<file path="config.mk">
export PLATFORM = sky130hd
export DESIGN_NAME = addsub_arbiter
export DESIGN_NICKNAME = d
export VERILOG_FILES = /design/src/rtl/addsub_arbiter.sv
export SDC_FILE = /design/constraint.sdc
export NUM_CORES = 1
export LEC_CHECK = 0
export ABC_AREA = 1
export ABC_CLOCK_PERIOD_IN_PS = 5300
export BUFFER_PORTS_ARGS = -buffer_cell sky130_fd_sc_hd__buf_2
export CAP_MARGIN = 0
export CORE_MARGIN = 4
export CORE_UTILIZATION = 51
export CTS_BUF_LIST = sky130_fd_sc_hd__clkbuf_4 sky130_fd_sc_hd__clkbuf_8
export DETAILED_ROUTE_END_ITERATION = 8
export PLACE_DENSITY = 0.86
export SLEW_MARGIN = 15
export SYNTH_ARGS = -nofsm -noshare
export SYNTH_HDL_FRONTEND = slang
export SYNTH_SLANG_ARGS = --single-unit
</file>
<file path="constraint.sdc">
create_clock -name clk -period 5.3 [get_ports clk]
set_input_delay 0.53 -clock clk [delete_from_list [all_inputs] [get_ports clk]]
set_output_delay 0.53 -clock clk [all_outputs]
set_load 0.01 [all_outputs]
</file>
<file path="src/rtl/addsub_arbiter.sv">
// Two-requester round-robin front end for a shared scaled fixed-point add/sub datapath.
// One operation occupies IDLE->EXEC->DONE; the result is captured from the datapath at the end of EXEC.
module addsub_arbiter #(
  parameter int CNT_W = 8
) (
  input  logic             clk,
  input  logic             reset,
  input  logic             req0,
  input  logic             req1,
  input  logic             sub0,
  input  logic             sub1,
  input  logic [15:0]      a0,
  input  logic [15:0]      b0,
  input  logic [15:0]      a1,
  input  logic [15:0]      b1,
  output logic             ack0,
  output logic             ack1,
  output logic             done0,
  output logic             done1,
  output logic [15:0]      result,
  output logic             result_invalid,
  output logic             dp_enable,
  output logic             dp_sub,
  output logic             dp_cin,
  output logic [15:0]      dp_in1,
  output logic [15:0]      dp_in2,
  input  logic [15:0]      dp_out,
  input  logic             dp_cout,
  input  logic             dp_invalid,
  output logic             busy,
  output logic [CNT_W-1:0] err_count
);

  localparam int DATA_W = 16;

  typedef enum logic [1:0] {IDLE, EXEC, DONE} state_t;

  state_t            state, state_nxt;
  logic              ptr;
  logic              grant, grant_nxt;
  logic              take;
  logic              sub_p0;
  logic [DATA_W-1:0] a_p0, b_p0;
  logic              unused_cout;

  function automatic logic [CNT_W-1:0] sat_inc(input logic [CNT_W-1:0] v);
    if (&v) return v;
    return v + CNT_W'(1);
  endfunction

  always_comb begin
    state_nxt = state;
    grant_nxt = grant;
    take      = 1'b0;
    unique case (state)
      IDLE: begin
        if (req0 || req1) begin
          take      = 1'b1;
          state_nxt = EXEC;
          // Only a genuine conflict consults the pointer; a lone request wins outright.
          grant_nxt = (req0 && req1) ? ptr : req1;
        end
      end
      EXEC:    state_nxt = DONE;
      DONE:    state_nxt = IDLE;
      default: state_nxt = IDLE;
    endcase
  end

  always_ff @(posedge clk) begin
    if (reset) begin
      state          <= IDLE;
      grant          <= 1'b0;
      ptr            <= 1'b0;
      err_count      <= '0;
      result         <= '0;
      result_invalid <= 1'b0;
    end else begin
      state <= state_nxt;
      grant <= grant_nxt;
      if (state == DONE) ptr <= ~grant;
      if (state == EXEC) begin
        result         <= dp_out;
        result_invalid <= dp_invalid;
        if (dp_invalid) err_count <= sat_inc(err_count);
      end
    end
  end

  // ---- stage p0: operands of the granted requester, held through EXEC ----
  always_ff @(posedge clk) begin
    if (take) begin
      sub_p0 <= grant_nxt ? sub1 : sub0;
      a_p0   <= grant_nxt ? a1   : a0;
      b_p0   <= grant_nxt ? b1   : b0;
    end
    if (state == EXEC) unused_cout <= dp_cout;
  end

  // ---- datapath drive and handshake outputs, decoded from state ----
  always_comb begin
    dp_enable = (state == EXEC);
    dp_sub    = (state == EXEC) ? sub_p0 : 1'b0;
    dp_in1    = (state == EXEC) ? a_p0   : '0;
    dp_in2    = (state == EXEC) ? b_p0   : '0;
    dp_cin    = 1'b0;
    ack0      = (state == EXEC) && !grant;
    ack1      = (state == EXEC) &&  grant;
    done0     = (state == DONE) && !grant;
    done1     = (state == DONE) &&  grant;
    busy      = (state != IDLE);
  end

endmodule

</file>
==> flow_summary_export.csv <==
group,metric,value,unit
floorplan,die-area,7250,um^2
setup_path,critPathMaxStageDelay,0.69,ns
synth,yosysMostFrequentCell,"nor2_1",
timing,slew_violations,0,
route,dr.pass1.iters,4,
timing,fin_skew,0.00516,ns
layout,n_fill_cell,444,
synth,yosys_warnings,0,
floorplan,dieHeight,85.1,um
global_routing,grt_max_degree,68,
timing,finalSetupTns,0,ns
synth,yosysSeqAreaShare,51.8,%
power_and_ir_drop,p_int,958,uW
route,drt_drc_violations_left,0,
floorplan,rows,27,
outcome,outcome,"complete, no violations",
layout,regArea,1570,um^2
layout,multiInputGateArea,1010,um^2
global_routing,grt_usage,19.3,%
layout,layout.cells.non_filler,602,
setup_path,cp_slowest_cell,"nand2_2",
synth,synth_commonest_cells,"nor2_1, inv_1, nand2_1",
run,cap_violations,0,
layout,nets,614,
timing,setup_viol,0,
route,via_count,2825,
setup_path,cp-end-kind,"output pin",
synth,yosysTopAreaCell,"edfxtp_1",
timing,worst_pin_slew,0.953,ns
clocking,clock_sinks,62,
synth,syn-cell-area,3030,um^2
clocking,tritoncts,"built",
clocking,cts.repair.resized,0,
floorplan,die_width,85.1,um
power_and_ir_drop,clkPwrFrac,35.9,%
power_and_ir_drop,p_switching,335,uW
synth,syn-mean-instance-area,7.98,um^2
layout,syn_to_final_growth,30.8,%
setup_path,crit_chain,"inv_1 -> nand2_2 -> inv_2 -> buf_2",
route,post_drt_wl_per_cell,11.7,um
synth,synthTopCellsByArea,"edfxtp_1, dfxtp_1, nor2_1",
timing,fmax,385,MHz
global_routing,globalRouteOverflowTotal,0,
global_routing,grt_pass1_vias,2610,
hold_path,hp-class,"in -> reg",
timing,rsz0062_at_grt,"false",
route,drt-initial-drc-count,76,
place,dp_cells,586,
route,antenna_left,0,
synth,synthCells,380,
timing,slew-limit-headroom,36.2,%
setup_path,crit_path_start_kind,"flip-flop",
place,portBuffers,150,
setup_path,worstSetupPathType,"reg -> out",
floorplan,initial_utilization,53.8,%
timing,timing.final.crit_share,49.0,%
global_routing,antenna_found_initial,0,
setup_path,cp.required,4.77,ns
power_and_ir_drop,p_per_area,326,nW/um^2
setup_path,crit_buf_inv,3,
global_routing,grt_first_pass_wirelength,11200,um
timing,hold_slack,0.453,ns
clocking,cts_made_buffers,9,
synth,synth.top_cell.area_share,32.7,%
place,dp_hpwl,5240,um
floorplan,coreArea,5640,um^2
clocking,cts_setup_buffers,0,
clocking,clkTransAtPathRegs,0.07,ns
power_and_ir_drop,total_power,1290,uW
clocking,clock_latency,0.32,ns
synth,synth_edf_count,33,
layout,design_area,3970,um^2
clocking,clk_path_buf_depth,2,
timing,period_needed,2.59,ns
clocking,cts_root_buffer,"clkbuf_8",
place,globalplace.congestion,0.772,
layout,drive_above_1_share,36.0,%
power_and_ir_drop,netSwitchingFraction,25.9,%
clocking,h-tree-depth,3,
clocking,cts_hold_buf,0,
floorplan,ios,153,
power_and_ir_drop,power.leakage,0.00217,uW
synth,synthDistinctLibCells,25,
place,post_dp_cell_area,3740,um^2
timing,hold_violations,0,
synth,async_reset_ff_share,0,%
synth,ys_ff_latch,62,
synth,synthFlopType,"edfxtp_1",
power_and_ir_drop,peakVddDrop,0.176,mV
route,route.detailed.vias_per_inst,4.69,
setup_path,worstPathArrival,2.06,ns
power_and_ir_drop,p_comb_share,18.2,%
route,drt-total-wl,7030,um
setup_path,crit_fanout,55,
setup_path,critPathTopFamily,"simple AND/OR/NAND/NOR gates",
power_and_ir_drop,seqPwrFrac,45.9,%
layout,num_antenna_cells,0,
synth,syn_nets,469,
## flip-flops by register name, indices dropped and copies added (netlist names), named ones only
signal          count
result_invalid      1
err_count           8
result             16
ptr                 1
b_p0               16
a_p0               16
sub_p0              1
state               2
## cells in the final DEF, fill, tap and decap left out, types with 8 or more instances in the layout
| cell type | netlist | final |
|---|---|---|
| buf_2 | 3 | 150 |
| clkbuf_8 | 0 | 11 |
| dfxtp_1 | 29 | 29 |
| edfxtp_1 | 33 | 33 |
| inv_1 | 80 | 80 |
| nand2_1 | 50 | 50 |
| nand2_2 | 9 | 9 |
| nand3_1 | 8 | 8 |
| nor2_1 | 83 | 83 |
| o21ai_0 | 31 | 31 |
| o21ai_1 | 8 | 8 |
| o21ai_2 | 11 | 11 |
## per-layer routing
layer / part of all wire [%] / track usage [%]
met4: 2.3 / 9.93
met5: 0 / 0
met3: 11 / 5.34
met1: 40 / 21.6
met2: 47 / 33.5
## logic make-up after synthesis
logic type	synth area share [%]
flip-flops	51.8
XOR/XNOR	0.289
AO/OA/AOI/OAI	11.1
adder cells (fa/ha/maj)	0.412
buffers and inverters	14.8
other	0.124
AND/OR/NAND/NOR	21.4
## final timing paths
check                              startpoint                          end  slack [ns]  depth (start not counted)
setup / recovery        state[1]$_SDFFE_PP0P_                    dp_enable        2.71                          4
hold / removal                      dp_out[0]       result[0]$_SDFFE_PP0P_        0.45                          3
setup reg to reg        state[0]$_SDFFE_PP0P_            a_p0[1]$_DFFE_PP_        3.15                          6
hold reg to reg   result_invalid$_SDFFE_PP0P_  result_invalid$_SDFFE_PP0P_        0.46                          2
## tightest hold or removal path, cell delays in order
cell and delay [ns]:
buf_2 0.07, o21ai_0 0.07, nor2_1 0.08
## power by group through the flow
stage	Clock (uW)	Combinational (uW)	Sequential [uW]
floorplan	0	163	606
global placement	0	231	601
detailed placement	0	238	605
CTS	477	240	595
global route	498	266	600
finish	464	235	594
## final cells by class
type | instances | area share (%)
clock buffers | 12 | 4.00
clock inverters | 4 | 1.73
flip-flops and latches | 62 | 39.6
well taps | 72 | 2.27
repair buffers | 151 | 19.1
multi-input cells | 219 | 25.5
inverters | 82 | 7.76
## through the flow
step / worst slack (ns) / util [%]
after floorplan: 3.55 / -
after global placement: 2.91 / 66.3
after detailed placement: 2.83 / 66.3
after CTS: 2.69 / 70.3
after global routing: 2.51 / 70.3
final: 2.71 / 70.3
Power figures use the tool's default switching activity.
